--- src/rtl/mbgd_pkg.sv ---
// ---------------------------------------------------------------------------
// mbgd_pkg
// Shared constants and types for the mini-batch gradient-descent multiply
// stage. The defaults here give one row of N feature*weight products, each
// kept at its full DW1+DW2 width.
//
// Contents:
//   N_DEF / N_BIT_DEF      default products per row and element-counter width
//   DW1_DEF / DW2_DEF      default feature and weight operand widths
//   PW_DEF                 default product width (DW1_DEF + DW2_DEF)
//   state_t                row-collection FSM states
// ---------------------------------------------------------------------------
package mbgd_pkg;

   localparam int N_DEF     = 8;
   localparam int N_BIT_DEF = 3;
   localparam int DW1_DEF   = 8;
   localparam int DW2_DEF   = 8;
   localparam int PW_DEF    = DW1_DEF + DW2_DEF;

   // COLLECT gathers elements into the row, HOLD presents the finished row.
   typedef enum logic {
      COLLECT = 1'b0,
      HOLD    = 1'b1
   } state_t;

endpackage

--- src/rtl/mbgd_mul_elem.sv ---
// ---------------------------------------------------------------------------
// mbgd_mul_elem
// Single combinational multiplier producing the full-width product of one
// feature element and one weight element.
//
// Build option:
//   MBGD_MUL_SIGNED_EN  defined   -> operands are two's-complement signed
//                       undefined -> operands are unsigned (default)
//
// Ports:
//   x  [DW1-1:0]      feature operand
//   w  [DW2-1:0]      weight operand
//   p  [DW1+DW2-1:0]  product, never truncated
// ---------------------------------------------------------------------------
module mbgd_mul_elem #(
   parameter int DW1 = 8,
   parameter int DW2 = 8
) (
   input  logic [DW1-1:0]     x,
   input  logic [DW2-1:0]     w,
   output logic [DW1+DW2-1:0] p
);

   logic [DW1+DW2-1:0] x_ext;
   logic [DW1+DW2-1:0] w_ext;

   // Both operands are widened to the product width before multiplying, so
   // the low DW1+DW2 bits of the product are exact. Sign extension gives the
   // correct two's-complement product; zero extension the unsigned one.
`ifdef MBGD_MUL_SIGNED_EN
   assign x_ext = {{DW2{x[DW1-1]}}, x};
   assign w_ext = {{DW1{w[DW2-1]}}, w};
`else
   assign x_ext = {{DW2{1'b0}}, x};
   assign w_ext = {{DW1{1'b0}}, w};
`endif

   assign p = x_ext * w_ext;

endmodule

--- src/rtl/mbgd_mul_calc.sv ---
// ---------------------------------------------------------------------------
// mbgd_mul_calc
// Collects N feature/weight element pairs, multiplies each pair as it arrives
// and stores the product in its own slot. Once the row is full it is held on
// dot_products (out_valid=1) until the downstream adder accepts it.
//
// Build option:
//   MBGD_MUL_SIGNED_EN  selects signed operands (see mbgd_mul_elem)
//
// Ports:
//   clk, resetn          clock (rising edge), asynchronous active-low reset
//   flush                synchronous abort of any partial or held row
//   in_valid / in_ready  element handshake, x_in and w_in carry the element
//   out_valid / out_ready row handshake, out_valid drives the adder enable
//   dot_products         packed products, slot k in bits [(k+1)PW-1 : k*PW]
//   rows_done            number of rows handed off, wraps at 16 bits
// ---------------------------------------------------------------------------
module mbgd_mul_calc
   import mbgd_pkg::*;
#(
   parameter int N     = N_DEF,
   parameter int N_bit = N_BIT_DEF,
   parameter int DW1   = DW1_DEF,
   parameter int DW2   = DW2_DEF
) (
   input  logic                     clk,
   input  logic                     resetn,
   input  logic                     flush,
   input  logic                     in_valid,
   output logic                     in_ready,
   input  logic [DW1-1:0]           x_in,
   input  logic [DW2-1:0]           w_in,
   output logic                     out_valid,
   input  logic                     out_ready,
   output logic [(DW1+DW2)*N-1:0]   dot_products,
   output logic [15:0]              rows_done
);

   localparam int PW = DW1 + DW2;

   state_t              state_q, state_d;
   logic [N_bit-1:0]    cnt_q, cnt_d;
   logic [PW*N-1:0]     dot_q, dot_d;
   logic [15:0]         rows_q, rows_d;
   logic [PW-1:0]       prod;

   mbgd_mul_elem #(
      .DW1 (DW1),
      .DW2 (DW2)
   ) u_mul (
      .x (x_in),
      .w (w_in),
      .p (prod)
   );

   always_ff @(posedge clk or negedge resetn) begin
      if (!resetn) begin
         state_q <= COLLECT;
         cnt_q   <= '0;
         dot_q   <= '0;
         rows_q  <= '0;
      end else begin
         state_q <= state_d;
         cnt_q   <= cnt_d;
         dot_q   <= dot_d;
         rows_q  <= rows_d;
      end
   end

   // Flush wins over both an accept and a handoff in the same cycle, so a
   // flushed element is never written and a flushed row is never counted.
   // Slots are not cleared between rows; out_valid alone qualifies them.
   always_comb begin
      state_d = state_q;
      cnt_d   = cnt_q;
      dot_d   = dot_q;
      rows_d  = rows_q;

      if (flush) begin
         state_d = COLLECT;
         cnt_d   = '0;
      end else begin
         case (state_q)
            COLLECT: begin
               if (in_valid) begin
                  for (int k = 0; k < N; k++) begin
                     if (cnt_q == N_bit'(k)) begin
                        dot_d[k*PW +: PW] = prod;
                     end
                  end
                  if (cnt_q == N_bit'(N - 1)) begin
                     cnt_d   = '0;
                     state_d = HOLD;
                  end else begin
                     cnt_d = cnt_q + 1'b1;
                  end
               end
            end
            HOLD: begin
               if (out_ready) begin
                  state_d = COLLECT;
                  rows_d  = rows_q + 16'd1;
               end
            end
            default: state_d = COLLECT;
         endcase
      end
   end

   assign in_ready     = (state_q == COLLECT);
   assign out_valid    = (state_q == HOLD);
   assign dot_products = dot_q;
   assign rows_done    = rows_q;

endmodule

--- config.mk ---
export PLATFORM = sky130hd
export DESIGN_NAME = mbgd_mul_calc
export DESIGN_NICKNAME = d
export VERILOG_FILES = /design/src/rtl/mbgd_pkg.sv /design/src/rtl/mbgd_mul_elem.sv /design/src/rtl/mbgd_mul_calc.sv
export SDC_FILE = /design/constraint.sdc
export NUM_CORES = 1
export LEC_CHECK = 0
export ABC_AREA = 1
export ABC_CLOCK_PERIOD_IN_PS = 2700
export CORE_AREA = 10 10 178 180
export CTS_CLUSTER_DIAMETER = 120
export CTS_CLUSTER_SIZE = 25
export DETAILED_ROUTE_END_ITERATION = 8
export DIE_AREA = 0 0 188 190
export SYNTH_ARGS = -nofsm -noshare
export SYNTH_HDL_FRONTEND = slang
export SYNTH_SLANG_ARGS = --single-unit
--- constraint.sdc ---
create_clock -name clk -period 2.7 [get_ports clk]
set_input_delay 0.81 -clock clk [delete_from_list [all_inputs] [get_ports clk]]
set_output_delay 0.81 -clock clk [all_outputs]
set_load 0.005 [all_outputs]
==> metrics.txt, run 1 <==
top-level I/O count 167; total CTS buffers 17; clock latency of the later-clocked register in the worst-skew pair 420 ps; syn avg cell area 8.745 sq um; Syn Std Cell Area roughly 8300 sq um; total die area 35,720 sq um; YS warnings 0; GR Util met3 3.607%; clock tree from TritonCTS yes; cells after synthesis ~950; Sequential Power Share 26.8%; residual antenna-violating net count after detailed routing 0; RR Startpoint cnt_q[0]; root buf cell sky130_fd_sc_hd__clkbuf_16; Critical Path Sink Type flip-flop; overall routing resource usage about 14%; clock network power share between 20% and 30%; area occupied by multi-input gates 4598 sq um; run status complete, but fails checks; share of flip-flops with an asynchronous set or reset 100.0%; Die Height around 190 um; final critical-path required period 3943 ps; Final Cycle Share 146.0%; maximum level of the CTS H-tree 4; final hold slack 359.2 ps; first-pass GRT wire length 40,720 um; DR vias/cell 4.417; sum of overflow across all layers after global routing 0; clock sinks 148; count of unresolved DRC violations after routing 0; maximum buffer depth of the clock tree 2; floorplan die width 188 um; GR Util met1 between 10% and 20%; slack of the critical path -1243 ps; clock input transition at the sequential cells of the worst setup and hold paths approximately 60 ps; share of the synthesized area in the top cell type approximately 45%; Achievable Freq roughly 250 MHz; # nets final 1,282; per-cell routed wire length 16.05 um; DRC violation total after the first TritonRoute iteration 366; filler instances ~2,700; critical path data arrival time 4220 ps; most common cell after layout, fill and taps aside sky130_fd_sc_hd__nand2_1; post-placement cell count ~1,500; NetSw 4.519 mW; unique cell type count in the Yosys netlist 31; Power Dens Cells 978.4 nW/um^2; Leak 6.326 nW; synth top area cells sky130_fd_sc_hd__dfrtp_1 45%, sky130_fd_sc_hd__nand2_1 15%, sky130_fd_sc_hd__fa_1 8.7%; startpoint class of the critical path input port; critical path fanouts, max 8; failing checks setup timing; GPL Wtd Cong 0.8262; Crit path required time a little under 3000 ps; starting density of the core 29.36%; count of pins over their slew limit 0; FF+latch count, synth 148; ys flop type sky130_fd_sc_hd__dfrtp_1; top cell type by total area after synthesis sky130_fd_sc_hd__dfrtp_1; maximum number of pins on one net before global-route repair 57; switching share of power ~37%; count of max-cap constraint violations 0; kind of critical path in2reg; FF+latch area 3704 sq um; initial antenna violation count 0; Pwr Total 12.27 mW; area of the core region 28,240 sq um; via count around 7,000; type of the worst min-delay path in2async; number of placement rows just over 60; HPWL after DPL ~19,000 um; worst clock skew on the final layout 7.576 ps; post-layout instance count excluding filler cells 1,578; number of global-route vias before repair 7,269; Post-synth EDFFs 0; headroom to the max-slew limit 63.43%; detailed-routing iteration count for the pre-antenna-repair pass 4; ratio of cells with drive above 1 in the final layout between 20% and 30%; sequential share of the synthesized area around 45%; setup repair after global routing missed its margin yes; launch point of the critical path w_in[5]; Final setup viols 96; diodes inserted 0; worst supply voltage drop on vdd 462.0 uV; highest-count cells in the layout ignoring fill and taps 269 x sky130_fd_sc_hd__nand2_1, 149 x sky130_fd_sc_hd__clkdlybuf4s50_1, 148 x sky130_fd_sc_hd__dfrtp_1, 112 x sky130_fd_sc_hd__inv_1, 51 x sky130_fd_sc_hd__buf_4; final number of hold-violating endpoints 0; cell-internal power 7.753 mW; logic gate share of total power 51.3%; cts hold-fix bufs 0; P&R area growth vs syn 51.30%; actual slew at the worst max-slew pin 547.8 ps; wire length reported by the detailed router 25,320 um; post-synthesis net count 1,048; most used routing layer met2; number of input and output port buffers inserted 166; met2 layer usage reported by global route 24.21%
[power groups by stage]
| stage | clock network (mW) | registers, mW | logic, mW |
|---|---|---|---|
| floorplan | 0 | 3.29 | 2.39 |
| detailed placement | 0 | 3.31 | 5.45 |
| CTS | 2.74 | 3.29 | 6.14 |
| global route | 2.83 | 3.37 | 6.87 |
| finish | 2.69 | 3.29 | 6.29 |
| global placement | 0 | 3.31 | 5.40 |
[stage by stage]
step           TNS, ps  setup WS [ps]  instance area [sq um]  util, %
2_1_floorplan  -110140          -1459                   8768        -
3_3_place_gp   -196540          -2149                  11150    39.49
3_5_place_dp   -199200          -2195                  11150    39.49
4_1_cts        -110180          -1329                  12310    43.59
5_1_grt        -110430          -1343                  12540    44.42
6_report       -101100          -1243                  12540    44.42
[critical path, stage by stage]
cell                      delay (ps)
sky130_fd_sc_hd__buf_8           110
sky130_fd_sc_hd__buf_6           110
sky130_fd_sc_hd__nand2_4          60
sky130_fd_sc_hd__fa_2            450
sky130_fd_sc_hd__fa_2            600
sky130_fd_sc_hd__fa_1            450
sky130_fd_sc_hd__fa_1            560
sky130_fd_sc_hd__inv_2            50
sky130_fd_sc_hd__ha_4            260
sky130_fd_sc_hd__nand2_2          70
sky130_fd_sc_hd__nand2_2          60
sky130_fd_sc_hd__nand2_2          90
sky130_fd_sc_hd__buf_6            90
sky130_fd_sc_hd__nand4_1         130
sky130_fd_sc_hd__nand2_4         220
sky130_fd_sc_hd__o21ai_1          90
[cell families (layout without fill, tap and decap cells)]
| kind of cell | count (synthesis) | count (layout) | synth area share [%] |
|---|---|---|---|
| xor+xnor | 15 | 15 | 1.585 |
| flops | 148 | 148 | 44.67 |
| simple gates | 439 | 439 | 23.00 |
| buf+inv | 181 | 427 | 9.689 |
| mux | 1 | 1 | 0.1358 |
| fa+ha+maj | 79 | 79 | 15.18 |
| compound gates | 85 | 85 | 5.735 |
[flip-flops by register name, summed over array words and instances (netlist names)]
signal	flops
rows_done	16
out_valid	1
cnt_q	3
dot_products	128
[cell type report]
| cell class | count | area share [%] |
|---|---|---|
| clock inverters | 12 | 1.825 |
| well taps | 384 | 3.830 |
| clock buffers | 19 | 3.531 |
| multi-input cells | 619 | 36.66 |
| repair buffers | 248 | 20.03 |
| flip-flops and latches | 148 | 29.53 |
| inverters | 148 | 4.598 |
[Yosys cell counts, types with 4 or more instances]
cell type                  instances
sky130_fd_sc_hd__a21oi_1           5
sky130_fd_sc_hd__buf_2             4
sky130_fd_sc_hd__buf_6            14
sky130_fd_sc_hd__clkbuf_1         15
sky130_fd_sc_hd__dfrtp_1         148
sky130_fd_sc_hd__fa_1             36
sky130_fd_sc_hd__ha_1             43
sky130_fd_sc_hd__inv_1           138
sky130_fd_sc_hd__inv_2             9
sky130_fd_sc_hd__nand2_1         327
sky130_fd_sc_hd__nand3_1          67
sky130_fd_sc_hd__nand4_1           9
sky130_fd_sc_hd__nor2_1           16
sky130_fd_sc_hd__nor3_4            7
sky130_fd_sc_hd__o21ai_0          40
sky130_fd_sc_hd__o21ai_1          26
sky130_fd_sc_hd__o21ai_2          12
sky130_fd_sc_hd__xnor2_1          11
sky130_fd_sc_hd__xor2_1            4
[metal layers]
layer  part of all wire [%]  vias up
met5                      0        -
met4                   0.82        0
met3                    5.3       14
met2                     49      158
met1                     45     3384
li1                       -     3414
[timing repair]
| item | CTS | global route |
|---|---|---|
| endpoints found under the setup margin | 104 | 104 |
| setup buffers | 14 | 4 |
| pin swaps | 51 | 60 |
| gates resized for setup | 163 | 101 |
[path summary, 6_finish.rpt]
path | cells past startpoint | to | slack [ps]
max in group asynchronous | 2 | dot_products[56] | 1700
min in group clk | 2 | dot_products[28] | 470
setup / recovery | 16 | dot_products[122] | -1240
hold / removal | 1 | rows_done[15] | 360
hold reg to reg | 2 | dot_products[28] | 470
setup reg to reg | 6 | out_valid | 980
(Power assumes the default switching activity.)
==> run 2: changes to the inputs <==
ABC_CLOCK_PERIOD_IN_PS = 3400   (was 2700)
clock period = 3.4 ns   (was 2.7 ns; I/O delays follow)
==> run 2 against run 1 <==
Net effect: the flow still finishes with violations (setup timing); wire length up 1.1%; global-route usage up 0.22 points; die area unchanged; total power down 21%; worst hold slack better by 110 ps; count of clock-buffer cells in the layout down 1; clock power down 29%; register-to-register slack better by 740 ps; via count up 0.88%; clock skew up 2.1 ps; largest power group unchanged.
==> metrics.txt, run 2 (synthesized netlist as in run 1, its figures left out) <==
GPL Wtd Cong 0.8019 (-2.9%); maximum level of the CTS H-tree 4 (unchanged); critical path data arrival time 4480 ps (+260 ps); detailed-routing iteration count for the pre-antenna-repair pass 4 (unchanged); total die area 35,720 sq um (unchanged); failing checks setup timing; clock latency of the later-clocked register in the worst-skew pair 420 ps (about the same); filler instances 2,730 (+0.52%); count of max-cap constraint violations 0 (unchanged); area of the core region 28,240 sq um (unchanged); HPWL after DPL 19,130 um (-0.29%); final setup TNS -50,440 ps (+50,660 ps); Power Dens Cells 774.4 nW/um^2 (-21%); maximum number of pins on one net before global-route repair 53 (-7.0%); number of global-route vias before repair 7,357 (+1.2%); count of pins over their slew limit 0 (unchanged); top-level I/O count 167 (unchanged); via count 7,031 (+0.88%); wire length reported by the detailed router 25,590 um (+1.1%); clock input transition at the sequential cells of the worst setup and hold paths 60 ps (about the same); startpoint class of the critical path input port; starting density of the core 29.36% (unchanged); number of placement rows 62 (unchanged); actual slew at the worst max-slew pin 573.3 ps (+25.45 ps); final critical-path required period roughly 4100 ps; clock tree from TritonCTS yes; per-cell routed wire length 16.33 um (+1.8%); worst supply voltage drop on vdd 434.6 uV (-5.9%); most common cell after layout, fill and taps aside sky130_fd_sc_hd__nand2_1; DR vias/cell 4.487 (+1.6%); Die Height 190 um (unchanged); headroom to the max-slew limit 61.69% (-1.7 points); diodes inserted 0 (unchanged); final hold slack 469.4 ps (+110.2 ps); Achievable Freq 242.3 MHz; P&R area growth vs syn 51.80%; Critical Path Sink Type flip-flop; initial antenna violation count 0 (unchanged); number of flip-flops under the largest register name 128 (unchanged); worst clock skew on the final layout 9.718 ps (+2.142 ps); setup repair after global routing missed its margin yes; maximum buffer depth of the clock tree 2 (unchanged); cts hold-fix bufs 0 (unchanged); DRC violation total after the first TritonRoute iteration 340 (-7.1%); count of unresolved DRC violations after routing 0 (unchanged); Final Cycle Share 121.4%; final number of hold-violating endpoints 0 (unchanged); Crit path required time 3750 ps (+770 ps); Pwr Total 9.746 mW (-21%); clock sinks 148 (unchanged); kind of critical path in2reg; Final setup viols 88 (-8.3%); type of the worst min-delay path reg2reg; slack of the critical path -727.7 ps (+515.2 ps); total CTS buffers 17 (unchanged); overall routing resource usage 14.48% (+0.22 points); residual antenna-violating net count after detailed routing 0 (unchanged); highest-count cells in the layout ignoring fill and taps 255 x sky130_fd_sc_hd__nand2_1, 149 x sky130_fd_sc_hd__clkdlybuf4s50_1, 148 x sky130_fd_sc_hd__dfrtp_1, 110 x sky130_fd_sc_hd__inv_1, 51 x sky130_fd_sc_hd__nand3_2; sum of overflow across all layers after global routing 0 (unchanged); number of input and output port buffers inserted 166 (unchanged); critical path fanouts, max 8 (unchanged); root buf cell sky130_fd_sc_hd__clkbuf_16; ratio of cells with drive above 1 in the final layout 32.12% (+3.2 points); Leak 6.312 nW (-0.21%); first-pass GRT wire length 41,260 um (+1.3%); # nets final 1,270 (-0.94%); floorplan die width 188 um (unchanged); run status complete, but fails checks
[run 2: cell count changes in the layout (fill, tap and decap cells not counted), moves of 4 or more]
cell                        previous run  this run
sky130_fd_sc_hd__o21ai_2              26        46
sky130_fd_sc_hd__o21ai_1              37        21
sky130_fd_sc_hd__nand2_1             269       255
sky130_fd_sc_hd__nand2_2              37        48
sky130_fd_sc_hd__buf_4                51        42
sky130_fd_sc_hd__nand3_1              15         9
sky130_fd_sc_hd__bufinv_16             6         2
sky130_fd_sc_hd__clkinv_2              0         4
sky130_fd_sc_hd__inv_6                 1         5
sky130_fd_sc_hd__o21ai_0              15        11
[run 2: per-layer routing]
| layer | part of all wire (%) | GRT usage [%] | vias to the layer above | wire length (um) |
|---|---|---|---|---|
| met1 | 45 | 18.60 | 3459 | 11600 |
| li1 | - | - | 3403 | - |
| met5 | 0 | 0 | - | 0 |
| met2 | 48 | 23.80 | 153 | 12410 |
| met4 | 1.1 | 3.262 | 0 | 293 |
| met3 | 5.1 | 3.973 | 16 | 1294 |
[run 2: final timing paths]
kind	start	endpoint	slack [ps]	cells after the start
max	w_in[7]	dot_products[79]	-730	18
min in group asynchronous	resetn	rows_done[11]	540	1
min	dot_products[57]	dot_products[57]	470	2
max in group asynchronous	resetn	dot_products[94]	2090	2
max reg2reg	cnt_q[0]	out_valid	1720	6
min reg2reg	dot_products[57]	dot_products[57]	470	2
[run 2: stage by stage]
step | util, % | instance area (sq um) | cells | setup WS (ps)
after detailed placement | 39.16 | 11060 | 1526 | -1729
after global routing | 44.57 | 12580 | 1567 | -824.8
final | 44.57 | 12580 | 1567 | -727.7
after CTS | 43.01 | 12140 | 1565 | -723.8
after global placement | 39.16 | 11060 | 1526 | -1679
after floorplan | - | 8768 | 948 | -968.5
[run 2: cell type report]
cell class / count / area [sq um] / area share [%]
tap: 384 / 480.5 / 3.818
clock inverter: 14 / 148.9 / 1.183
sequential: 148 / 3704 / 29.43
timing repair buffer: 236 / 2421 / 19.24
inverter: 148 / 571.8 / 4.544
clock buffer: 18 / 439.2 / 3.490
multi-input combinational: 619 / 4820 / 38.30
[run 2: critical path, stage by stage]
cell                      delay (ps)
sky130_fd_sc_hd__buf_12          110
sky130_fd_sc_hd__nand2_4          60
sky130_fd_sc_hd__inv_2            40
sky130_fd_sc_hd__fa_1            550
sky130_fd_sc_hd__fa_1            440
sky130_fd_sc_hd__fa_1            530
sky130_fd_sc_hd__inv_2            40
sky130_fd_sc_hd__fa_1            510
sky130_fd_sc_hd__inv_2            50
sky130_fd_sc_hd__ha_4            300
sky130_fd_sc_hd__nand2_4          80
sky130_fd_sc_hd__nor2_4          130
sky130_fd_sc_hd__and2_4          160
sky130_fd_sc_hd__nand2_4          40
sky130_fd_sc_hd__nand4_1         110
sky130_fd_sc_hd__buf_6           170
sky130_fd_sc_hd__nand3_2          80
sky130_fd_sc_hd__nand2_1          60
[run 2: power by group]
| part | total (mW) | internal [mW] | switching, mW |
|---|---|---|---|
| clock | 1.90 | 1.11 | 0.787 |
| combinational | 5.24 | 2.54 | 2.70 |
| sequential | 2.61 | 2.28 | 0.331 |
| total | 9.75 | 5.93 | 3.82 |
[run 2: repair_timing]
| item | 4_1_cts | 5_1_grt |
|---|---|---|
| endpoints found under the setup margin | 96 | 96 |
| pin swaps | 65 | 79 |
| gates resized for setup | 189 | 133 |
| buffers inserted | 7 | 6 |
